===== src/rtl/fcfs_arbiter_if.sv =====
// Requester/completer handshake bundle between the crossbar and its arbiter.
// The arbiter takes the slave side; the crossbar or a bench drives the master side.
interface fcfs_arbiter_if #(
    parameter int NUM_RN = 3,
    parameter int NUM_CN = 3,
    parameter int SEL_W  = $clog2(NUM_CN + 1),
    parameter int IDX_W  = $clog2(NUM_RN)
);
    logic [NUM_RN-1:0] rn_valid;
    logic [NUM_CN-1:0] icn_psel;
    logic [NUM_RN-1:0] cn_ready;
    logic [SEL_W-1:0]  crossbar_sel;
    logic [IDX_W-1:0]  grant_id;
    logic              busy;

    modport master (
        output rn_valid, icn_psel,
        input  cn_ready, crossbar_sel, grant_id, busy
    );

    modport slave (
        input  rn_valid, icn_psel,
        output cn_ready, crossbar_sel, grant_id, busy
    );
endinterface


===== src/rtl/fcfs_arbiter.sv =====
// Shared-completer arbiter: FCFS queue or round-robin grant, optional hold-limit
// preemption, and one-hot completer select decode for the crossbar mux.
module fcfs_arbiter #(
    parameter int NUM_RN     = 3,
    parameter int NUM_CN     = 3,
    parameter int MODE       = 0,
    parameter int HOLD_LIMIT = 0,
    parameter int SEL_W      = $clog2(NUM_CN + 1),
    parameter int IDX_W      = $clog2(NUM_RN)
) (
    input  logic          clk,
    input  logic          rst,
    fcfs_arbiter_if.slave bus
);

    localparam int HC_W = (HOLD_LIMIT > 0) ? $clog2(HOLD_LIMIT + 1) : 1;

    typedef logic [IDX_W-1:0] idx_t;

    logic [NUM_RN-1:0] cn_ready_q, cn_ready_d;
    logic              busy_q, busy_d;
    idx_t              grant_id_q, grant_id_d;
    idx_t              last_owner_q, last_owner_d;
    logic [NUM_RN-1:0] pending_q, pending_d;
    idx_t              queue_q [NUM_RN];
    idx_t              queue_d [NUM_RN];
    logic [NUM_RN-1:0] qvalid_q, qvalid_d;
    logic [HC_W-1:0]   hold_q, hold_d;

    idx_t              owner, cand;
    logic              owner_valid, cand_ok, grant, release_own, preempt, placed;
    logic [NUM_RN-1:0] live, arrivals, owner_mask;
    logic [HC_W-1:0]   hold_nxt;
    logic [SEL_W-1:0]  sel;
    logic              sel_hit, sel_multi;

    always_comb begin
        owner       = grant_id_q;
        owner_valid = bus.rn_valid[owner];
        owner_mask  = '0;
        owner_mask[owner] = busy_q;
        live        = pending_q & bus.rn_valid;
        arrivals    = bus.rn_valid & ~pending_q & ~owner_mask;
        placed      = 1'b0;

        // Withdrawn entries drop out; survivors bubble forward keeping their order.
        for (int i = 0; i < NUM_RN; i++) begin
            queue_d[i]  = queue_q[i];
            qvalid_d[i] = qvalid_q[i] && bus.rn_valid[queue_q[i]];
        end
        for (int p = 0; p < NUM_RN - 1; p++) begin
            for (int i = 0; i < NUM_RN - 1; i++) begin
                if (!qvalid_d[i] && qvalid_d[i+1]) begin
                    queue_d[i]    = queue_d[i+1];
                    qvalid_d[i]   = 1'b1;
                    qvalid_d[i+1] = 1'b0;
                end
            end
        end

        cand    = '0;
        cand_ok = 1'b0;
        if (MODE == 0) begin
            cand    = queue_d[0];
            cand_ok = qvalid_d[0];
        end else begin
            for (int k = 0; k < NUM_RN; k++) begin
                if (!cand_ok && live[k] && (idx_t'(k) > last_owner_q)) begin
                    cand    = idx_t'(k);
                    cand_ok = 1'b1;
                end
            end
            for (int k = 0; k < NUM_RN; k++) begin
                if (!cand_ok && live[k]) begin
                    cand    = idx_t'(k);
                    cand_ok = 1'b1;
                end
            end
        end

        grant     = !busy_q && cand_ok;
        pending_d = live;
        if (grant) begin
            pending_d[cand] = 1'b0;
            if (MODE == 0) begin
                for (int i = 0; i < NUM_RN - 1; i++) begin
                    queue_d[i]  = queue_d[i+1];
                    qvalid_d[i] = qvalid_d[i+1];
                end
                queue_d[NUM_RN-1]  = '0;
                qvalid_d[NUM_RN-1] = 1'b0;
            end
        end

        hold_nxt    = (hold_q == HC_W'(HOLD_LIMIT)) ? hold_q : hold_q + 1'b1;
        release_own = busy_q && !owner_valid;
        preempt     = (HOLD_LIMIT > 0) && busy_q && owner_valid &&
                      (hold_nxt == HC_W'(HOLD_LIMIT)) && (live != '0);

        for (int r = 0; r < NUM_RN; r++) begin
            if (arrivals[r]) begin
                pending_d[r] = 1'b1;
                if (MODE == 0) begin
                    placed = 1'b0;
                    for (int j = 0; j < NUM_RN; j++) begin
                        if (!placed && !qvalid_d[j]) begin
                            queue_d[j]  = idx_t'(r);
                            qvalid_d[j] = 1'b1;
                            placed      = 1'b1;
                        end
                    end
                end
            end
        end
        // A preempted owner goes behind everyone, including this edge's arrivals.
        if (preempt) begin
            pending_d[owner] = 1'b1;
            if (MODE == 0) begin
                placed = 1'b0;
                for (int j = 0; j < NUM_RN; j++) begin
                    if (!placed && !qvalid_d[j]) begin
                        queue_d[j]  = owner;
                        qvalid_d[j] = 1'b1;
                        placed      = 1'b1;
                    end
                end
            end
        end

        cn_ready_d   = cn_ready_q;
        busy_d       = busy_q;
        grant_id_d   = grant_id_q;
        last_owner_d = last_owner_q;
        hold_d       = hold_q;
        if (grant) begin
            cn_ready_d       = '0;
            cn_ready_d[cand] = 1'b1;
            busy_d           = 1'b1;
            grant_id_d       = cand;
            hold_d           = '0;
        end else if (release_own || preempt) begin
            cn_ready_d   = '0;
            busy_d       = 1'b0;
            last_owner_d = owner;
            hold_d       = '0;
        end else if (busy_q) begin
            hold_d = hold_nxt;
        end
    end

    // Completer select: exactly one bit set maps to index+1, anything else to 0.
    always_comb begin
        sel       = '0;
        sel_hit   = 1'b0;
        sel_multi = 1'b0;
        for (int i = 0; i < NUM_CN; i++) begin
            if (bus.icn_psel[i]) begin
                if (sel_hit) begin
                    sel_multi = 1'b1;
                end else begin
                    sel_hit = 1'b1;
                    sel     = SEL_W'(i + 1);
                end
            end
        end
        if (sel_multi) begin
            sel = '0;
        end
    end

    always_ff @(posedge clk) begin
        if (rst) begin
            cn_ready_q   <= '0;
            busy_q       <= 1'b0;
            grant_id_q   <= '0;
            last_owner_q <= idx_t'(NUM_RN - 1);
            pending_q    <= '0;
            qvalid_q     <= '0;
            hold_q       <= '0;
            for (int i = 0; i < NUM_RN; i++) begin
                queue_q[i] <= '0;
            end
        end else begin
            cn_ready_q   <= cn_ready_d;
            busy_q       <= busy_d;
            grant_id_q   <= grant_id_d;
            last_owner_q <= last_owner_d;
            pending_q    <= pending_d;
            qvalid_q     <= qvalid_d;
            hold_q       <= hold_d;
            for (int i = 0; i < NUM_RN; i++) begin
                queue_q[i] <= queue_d[i];
            end
        end
    end

    assign bus.cn_ready     = cn_ready_q;
    assign bus.busy         = busy_q;
    assign bus.grant_id     = grant_id_q;
    assign bus.crossbar_sel = sel;

endmodule


===== src/flat_wrapper.sv =====
// flat-port wrapper written by rule: the top's interface ports become plain ports
module fcfs_arbiter_flat 
#(
    parameter int NUM_RN     = 3,
    parameter int NUM_CN     = 3,
    parameter int MODE       = 0,
    parameter int HOLD_LIMIT = 0,
    parameter int SEL_W      = $clog2(NUM_CN + 1),
    parameter int IDX_W      = $clog2(NUM_RN)
)
  (clk, rst, bus_rn_valid, bus_icn_psel, bus_cn_ready, bus_crossbar_sel, bus_grant_id, bus_busy);
  fcfs_arbiter_if #(.NUM_RN(NUM_RN), .NUM_CN(NUM_CN), .SEL_W(SEL_W), .IDX_W(IDX_W)) bus_i ();
  input  logic clk;
  input  logic rst;
  input wire logic [$bits(bus_i.rn_valid)-1:0] bus_rn_valid;
  input wire logic [$bits(bus_i.icn_psel)-1:0] bus_icn_psel;
  output wire logic [$bits(bus_i.cn_ready)-1:0] bus_cn_ready;
  output wire logic [$bits(bus_i.crossbar_sel)-1:0] bus_crossbar_sel;
  output wire logic [$bits(bus_i.grant_id)-1:0] bus_grant_id;
  output wire logic [$bits(bus_i.busy)-1:0] bus_busy;
  assign bus_i.rn_valid = bus_rn_valid;
  assign bus_i.icn_psel = bus_icn_psel;
  assign bus_cn_ready = bus_i.cn_ready;
  assign bus_crossbar_sel = bus_i.crossbar_sel;
  assign bus_grant_id = bus_i.grant_id;
  assign bus_busy = bus_i.busy;
  fcfs_arbiter #(.NUM_RN(NUM_RN), .NUM_CN(NUM_CN), .MODE(MODE), .HOLD_LIMIT(HOLD_LIMIT), .SEL_W(SEL_W), .IDX_W(IDX_W)) u_core (.clk(clk), .rst(rst), .bus(bus_i));
endmodule

===== config.mk =====
export PLATFORM = sky130hd
export DESIGN_NAME = fcfs_arbiter_flat
export DESIGN_NICKNAME = d
export VERILOG_FILES = /design/src/rtl/fcfs_arbiter_if.sv /design/src/rtl/fcfs_arbiter.sv /design/src/flat_wrapper.sv
export SDC_FILE = /design/constraint.sdc
export NUM_CORES = 1
export LEC_CHECK = 0
export BUFFER_PORTS_ARGS = -buffer_cell sky130_fd_sc_hd__buf_4
export CORE_MARGIN = 2
export CORE_UTILIZATION = 41
export CTS_CLUSTER_DIAMETER = 150
export CTS_CLUSTER_SIZE = 30
export DETAILED_ROUTE_END_ITERATION = 10
export PLACE_DENSITY = 0.69
export SLEW_MARGIN = 20
export SYNTH_ARGS = -nofsm -noshare
export SYNTH_HDL_FRONTEND = slang
export SYNTH_SLANG_ARGS = --single-unit

===== constraint.sdc =====
create_clock -name clk -period 5.8 [get_ports clk]
set_clock_uncertainty 0.1 [all_clocks]
set_input_delay 0.58 -clock clk [delete_from_list [all_inputs] [get_ports clk]]
set_output_delay 0.58 -clock clk [all_outputs]
set_load 0.05 [all_outputs]

### After elaboration in Yosys (flattened, before gate mapping)

Memories as Yosys holds them, arrays and structs flattened.
Cells that the tools add are included.

* register bits: 12
* RAM bits: 6
* bits of input ports: 8
* output and inout bits: 8
* word-level logic and storage cells: 141
* memories: 1

* order comparisons: 7
* mux-type cells: 81
* bitwise logic cells: 11
* reductions and logical operators: 36

Memory list
* u_core.queue_q: words 3, width 2, read ports 3, clocked after memory_dff 0, write ports 3, line fcfs_arbiter.sv:25 `idx_t queue_q [NUM_RN];`

Operator list (number)
* 2-bit 2-to-1 mux: 25
* 1-bit 2-to-1 mux: 39
* 6-bit 2-to-1 mux: 4
* 3-bit 2-to-1 mux: 7
* 1-bit zero test: 18
* 1-bit logical AND: 17
* 3-bit bitwise AND: 5
* 2-bit by 3-bit < comparator with 1-bit output (second input constant): 5
* 3-bit inverter: 3
* 1-bit binary-select mux with 2-bit select: 4
* 1-bit demux with 2-bit select: 2
* 2-bit by 1-bit greater-or-equal comparator with 1-bit output (second input constant): 2
* 1-bit OR: 3
* 2-bit nonzero test: 1

### Depth between registers and ports, before layout

Gate-level depths: netlist of the first run.
An unclocked memory read counts as a cell.

* word-level depth: 47
* mapped depth: 8
* mapped depth without buffers: 7

### Worst setup path before layout of the first run

OpenSTA, ideal clock, no wires.

* kind: input -> register
* start: input bus_rn_valid[0]
* end: memory u_core.queue_q[0][4] in the netlist's numbering
* library setup time: 0.115 ns
* arrival: 2.372 ns
* required time: 5.585 ns
* path slack: 3.212 ns
* cell stages on the path: 8
* buffers on the path: 1
* cells stage by stage: mux2_4 -> a21o_1 -> buf_6 -> a211oi_4 -> o22ai_1 -> a31o_2 -> or4_4 -> and3_1

RTL lines
* start: declaration: line flat_wrapper.sv:15 `input wire logic [$bits(bus_i.rn_valid)-1:0] bus_rn_valid;`
* end: declaration: line fcfs_arbiter.sv:25

==> results of run 1 <==
cell families (layout without fill, tap and decap cells):
group                     count (synthesis)  count (layout)  synth area share
AOI/OAI and AO/OA                        62              62             0.345
xor gates and xnor gates                  4               4            0.0261
buffers and inverters                    13              24            0.0447
DFF                                      18              18             0.268
muxes                                     8               8            0.0661
and+or+nand+nor                          61              61             0.250
layer usage:
layer  GRT usage  part of all wire  routed length, µm  up-vias
met3      0.0441             0.088                326        4
met4      0.0745            0.0075                 28        0
met1       0.272              0.41               1520      642
met5           0                 0                  0        -
li1            -                 -                  -      652
met2       0.371              0.49               1840       59
through the flow:
step / total power, mW / setup WS (ns) / instances / utilization / hold slack (ns)
finish: 0.353 / 2.96 / 221 / 0.487 / 0.371
global route: 0.372 / 2.79 / 221 / 0.487 / 0.403
CTS: 0.353 / 3.01 / 221 / 0.487 / 0.376
detailed placement: 0.292 / 2.72 / 218 / 0.480 / 0.360
global placement: 0.289 / 2.79 / 218 / 0.480 / 0.346
floorplan: 0.255 / 3.21 / 166 / - / 0.361
path summary, 6_finish.rpt:
path / slack, ns / end / cells after the start
max reg2reg: 2.96 / u_core.bus.cn_ready[2]$_SDFFE_PP0P_ / 7
min: 0.37 / u_core.bus.cn_ready[0]$_SDFFE_PP0P_ / 2
max: 2.96 / u_core.bus.cn_ready[2]$_SDFFE_PP0P_ / 7
min reg2reg: 0.37 / u_core.bus.cn_ready[0]$_SDFFE_PP0P_ / 2
layout by cell type (no fill, tap or decap), drive strengths merged, types with 5 or more instances in the layout:
cell type	netlist	layout
a21oi	20	20
a31oi	6	6
buf	5	16
dfxtp	18	18
inv	5	5
nand2	13	13
nand3	11	11
nand3b	5	5
nor2	9	9
o21ai	6	6
area by class of cell:
class	count	share of cell area
tap	44	0.0367
clock buffer	3	0.0150
timing repair buffer	16	0.0801
sequential	18	0.240
inverter	5	0.0125
multi-input combinational	135	0.616
power breakdown:
| part | switching, mW | total [mW] | internal [mW] | leakage, nW |
|---|---|---|---|---|
| clock | 0.0374 | 0.0615 | 0.0242 | 0.0138 |
| sequential | 0.0180 | 0.152 | 0.134 | 0.147 |
| combinational | 0.0888 | 0.139 | 0.0505 | 0.391 |
worst max-delay path, stage by stage, from the launching register on:
cell,delay (ns)
dfxtp_1,0.51
mux2_4,0.34
a21oi_1,0.46
o21ai_0,0.33
o21ai_0,0.56
and2_1,0.27
nand2_1,0.07
a21oi_1,0.13
sequential cells by signal, indices dropped and copies added, names as in the netlist:
name	count
u_core.queue_q	6
u_core.bus.cn_ready	3
u_core.pending_q	3
u_core.qvalid_q	3
u_core.bus.grant_id	2
u_core.bus.busy	1
==> metrics.md, run 1 <==
| Metric | Value |
|---|---|
| Crit path required time | `5.92 ns` |
| RSZ-0062 raised after global routing | `false` |
| Number of global-route vias before repair | `1287` |
| Crit end category | `register` |
| Fmax | `0.352 GHz` |
| GRT overflow | `0` |
| Gpl congestion | `0.913` |
| Fin. max-slew vios | `0` |
| Critical Path Fanout Max | `7` |
| Share of layout cells above drive strength 1 | `0.181` |
| Largest net degree at the start of global routing | `17` |
| I/O pin total | `16` |
| Antenna viol nets, final | `0` |
| Sequential cell area | `360 µm²` |
| Post-CTS sizing | `0` |
| Sequential area share after synthesis | `0.268` |
| Vias | `1357` |
| Leak | `0.552 nW` |
| # diodes | `0` |
| Library cells used by synthesis | `55` |
| Worst setup path startpoint | `u_core.queue_q[0][4]$_SDFF_PP0_` |
| Total track usage | `0.217` |
| Hold_sp | `u_core.bus.cn_ready[0]$_SDFFE_PP0P_` |
| Status | `finished, final reports clean` |
| Top-count cell post-synth | `a21oi_1` |
| HP Class | `reg -> reg` |
| Post-DP Area | `~1500 µm²` |
| Core Box Area | `3080 µm²` |
| Max-slew headroom | `0.580` |
| Post-layout nets | `187` |
| # DRC | `0` |
| Maximum VDD drop | `156 µV` |
| Die Area | `about 3800 µm²` |
| Critical path class | `reg -> reg` |
| Hold Buf Count CTS | `0` |
| Cell Rows | `20` |
| Number of synthesized flops with an enable pin | `0` |
| Worst skew pair latency | `roughly 0.29 ns` |
| Root Driver | `clkbuf_4` |
| Critical Path Source Type | `register` |
| Final setup violation count | `0` |
| Mapped Avg Cell Area | `around 8 µm²` |
| Post-CTS Setup Bufs | `0` |
| Synth area leader | `dfxtp_1` |
| Die X | `61.3 µm` |
| Final WL | `3720 µm` |
| First-pass GRT wire length | `5950 µm` |
| Area growth syn-to-layout | `11.6%` |
| Area contributors post-synth | `dfxtp_1, a21oi_1, nand3_1, nand2_1, a211oi_4` |
| Period utilization | `0.490` |
| Hold Fails Final Rpt | `0` |
| Initial Util | `0.437` |
| DPL Wire Length | `approximately 2900 µm` |
| Maxcap violations | `0` |
| First-pass iteration count of the detailed router | `4` |
| Primary FF master, synth | `dfxtp_1` |
| Async SR Flop Fraction | `0` |
| Clk pin slew, worst setup/hold paths | `0.10 ns` |
| Filler cells | `330` |
| Pin slew with the least headroom to its limit | `0.631 ns` |
| Htree depth | `1` |
| Synth top area share | `0.268` |
| Final setup TNS | `0 ns` |
| DRT iter0 DRCs | `54` |
| Post-route minimum period | `2.84 ns` |
| Ys Warns | `0` |
| #FFs+latches synth | `18` |
| Multi-input gate area | `roughly 920 µm²` |
| WP data arrival | `2.97 ns` |
| Initial antenna violation count | `0` |
| CTS Buffer Depth | `2` |
| Cell Pwr Density | `235 nW/µm²` |
| PortBufs | `15` |
| R2r startpoint | `u_core.queue_q[0][4]$_SDFF_PP0_` |
| Sink Count | `18` |
| Mapped Cells | `166` |
| CTS tree | `yes` |
| Die height | `61.3 µm` |
| Routed WL per cell | `16.8 µm` |
| Via density | `between 6 and 7` |
| Design area | `1500 µm²` |
| Top post-synthesis cells by count | `a21oi_1, dfxtp_1, nand2_1` |
| Inserted Clock Buffers | `3` |
| Synthesized cell area | `1340 µm²` |
| Mapped Nets | `174` |
Note: power is estimated with default switching activity, not from simulation.
==> run 2, diff against run 1 <==
==> constraint.sdc (replaced) <==
create_clock -name clk -period 2.9 [get_ports clk]
set_clock_uncertainty 0.1 [all_clocks]
set_input_delay 0.29 -clock clk [delete_from_list [all_inputs] [get_ports clk]]
set_output_delay 0.29 -clock clk [all_outputs]
set_load 0.05 [all_outputs]
==> run 2 against run 1 <==
Against the previous run: die area unchanged; count of clock-buffer cells in the layout grew 1; sequential share of layout area shrank 1.0 points; fmax grew 4.9%; clock power increased to 2.6 times the previous value; global-route usage up 0.44 points; sequential cell count unchanged; critical path depth is 1 higher; largest power group unchanged; total power grew 110%.
==> metrics.md, run 2 (synthesized netlist as in run 1, its figures left out) <==
| Metric | Value |
|---|---|
| Post-CTS Setup Bufs | `0 (unchanged)` |
| Clk pin slew, worst setup/hold paths | `0.11 ns (about the same)` |
| Critical path class | `reg -> reg` |
| I/O pin total | `16 (unchanged)` |
| Max layer used | `met4` |
| Initial antenna violation count | `0 (unchanged)` |
| Routed WL per cell | `16.1 µm (-4.0%)` |
| Core Box Area | `3080 µm² (unchanged)` |
| Gpl congestion | `0.983 (+7.6%)` |
| Critical Path Source Type | `register` |
| Fin cells | `228 (+3.2%)` |
| Inserted Clock Buffers | `3 (unchanged)` |
| Htree depth | `1 (unchanged)` |
| # diodes | `0 (unchanged)` |
| Hold Fails Final Rpt | `0 (unchanged)` |
| Status | `finished, final reports clean` |
| Post-layout nets | `193 (+3.2%)` |
| Largest register FFs | `6 (unchanged)` |
| Area growth syn-to-layout | `16.7%` |
| Fin. max-slew vios | `0 (unchanged)` |
| Max-slew headroom | `0.638 (+0.0582)` |
| Final WL | `3680 µm (-1.0%)` |
| Total track usage | `0.222 (+0.00439)` |
| Crit end category | `register` |
| Maxcap violations | `0 (unchanged)` |
| Worst skew pair latency | `0.31 ns (+0.02 ns)` |
| Cells after DPL | `224 (+2.8%)` |
| Die Area | `3750 µm² (unchanged)` |
| DRT iter0 DRCs | `94 (+74%)` |
| Maximum VDD drop | `280 µV (+80%)` |
| First-pass iteration count of the detailed router | `4 (unchanged)` |
| Initial Util | `0.437 (unchanged)` |
| Die height | `61.3 µm (unchanged)` |
| DPL Wire Length | `2830 µm (-0.97%)` |
| WL met3 | `155 µm (-52%)` |
| Sink Count | `18 (unchanged)` |
| Most frequent cells in the layout | `buf_4, a21oi_1, dfxtp_1` |
| Period utilization | `0.935 (+0.445)` |
| Commonest non-fill, non-tap cell in the layout | `buf_4` |
| Final setup TNS | `0 ns (unchanged)` |
| Vias | `1359 (+0.15%)` |
| Cell Rows | `20 (unchanged)` |
| Critical Path Fanout Max | `9 (+2)` |
| Antenna viol nets, final | `0 (unchanged)` |
| CTS tree | `yes` |
| GRT overflow | `0 (unchanged)` |
| Share of layout cells above drive strength 1 | `0.217 (+0.0366)` |
| Met2 WL | `1760 µm (-4.6%)` |
| Fmax | `0.369 GHz (+4.9%)` |
| Via density | `5.96 (-2.9%)` |
| Crit path required time | `3.00 ns (-2.92 ns)` |
| HP Class | `in -> reg` |
| First-pass GRT wire length | `6100 µm (+2.6%)` |
| Layout Utilization | `0.509 (+0.0220)` |
| M1 WL | `1730 µm (+13%)` |
| WP data arrival | `2.81 ns (-0.16 ns)` |
| Biggest register | `u_core.queue_q` |
| RSZ-0062 raised after global routing | `false` |
| Die X | `61.3 µm (unchanged)` |
| CTS Buffer Depth | `2 (unchanged)` |
| Final setup violation count | `0 (unchanged)` |
| Pin slew with the least headroom to its limit | `0.543 ns (-0.0872 ns)` |
| Largest net degree at the start of global routing | `16 (-1)` |
| Cell Pwr Density | `483 nW/µm² (+110%)` |
| Number of global-route vias before repair | `1271 (-1.2%)` |
| Leak | `0.588 nW (+6.4%)` |
| Root Driver | `clkbuf_4` |
| Post-route minimum period | `2.71 ns (-0.132 ns)` |
| PortBufs | `15 (unchanged)` |
| # DRC | `0 (unchanged)` |
## run 2: repair_timing
item                                    4_1_cts  5_1_grt
hold buffers                                  0        0
endpoints found under the setup margin        0        2
resized for setup                             0        2
## run 2: area by class of cell
class	instances	area, µm²
sequential	18	360
multi-input combinational	135	932
clock buffer	4	36.3
tap	44	55.1
inverter	5	18.8
timing repair buffer	22	165
fill	309	1510
## run 2: where the power goes
group	total [mW]	switching (mW)	leakage, nW	internal, mW
Combinational	0.297	0.184	0.419	0.113
Clock	0.162	0.0850	0.0210	0.0768
Sequential	0.299	0.0300	0.147	0.269
Total	0.758	0.299	0.588	0.458
## run 2: final timing paths
check	start	endpoint	slack, ns	depth (start not counted)
max reg2reg	u_core.queue_q[0][2]$_SDFF_PP0_	u_core.queue_q[0][3]$_SDFF_PP0_	0.19	8
min	rst	u_core.bus.grant_id[1]$_SDFFE_PP0P_	0.16	2
max	u_core.queue_q[0][2]$_SDFF_PP0_	u_core.queue_q[0][3]$_SDFF_PP0_	0.19	8
min reg2reg	u_core.bus.cn_ready[2]$_SDFFE_PP0P_	u_core.bus.cn_ready[2]$_SDFFE_PP0P_	0.37	2
## run 2: worst max-delay path: stages, from the launching register on
cell       delay (ns)
dfxtp_1          0.44
mux2_2           0.40
a21o_1           0.30
buf_4            0.23
a31oi_1          0.23
a2bb2oi_1        0.33
mux2_2           0.38
o311ai_0         0.09
a21oi_1          0.11
## run 2: through the flow
step                setup WS [ns]  total power, mW  hold WS (ns)  cell area, µm²
global route               0.0974            0.798         0.161            1570
CTS                         0.159            0.750         0.159            1560
detailed placement          0.160            0.593         0.350            1520
floorplan                   0.328            0.510         0.259            1340
finish                      0.190            0.758         0.155            1570
global placement            0.237            0.590         0.348            1520
## run 2: per-layer routing
layer	vias up	GRT usage
li1	672	-
met1	645	0.313
met2	37	0.356
met3	5	0.0378
met4	0	0.0466
met5	-	0
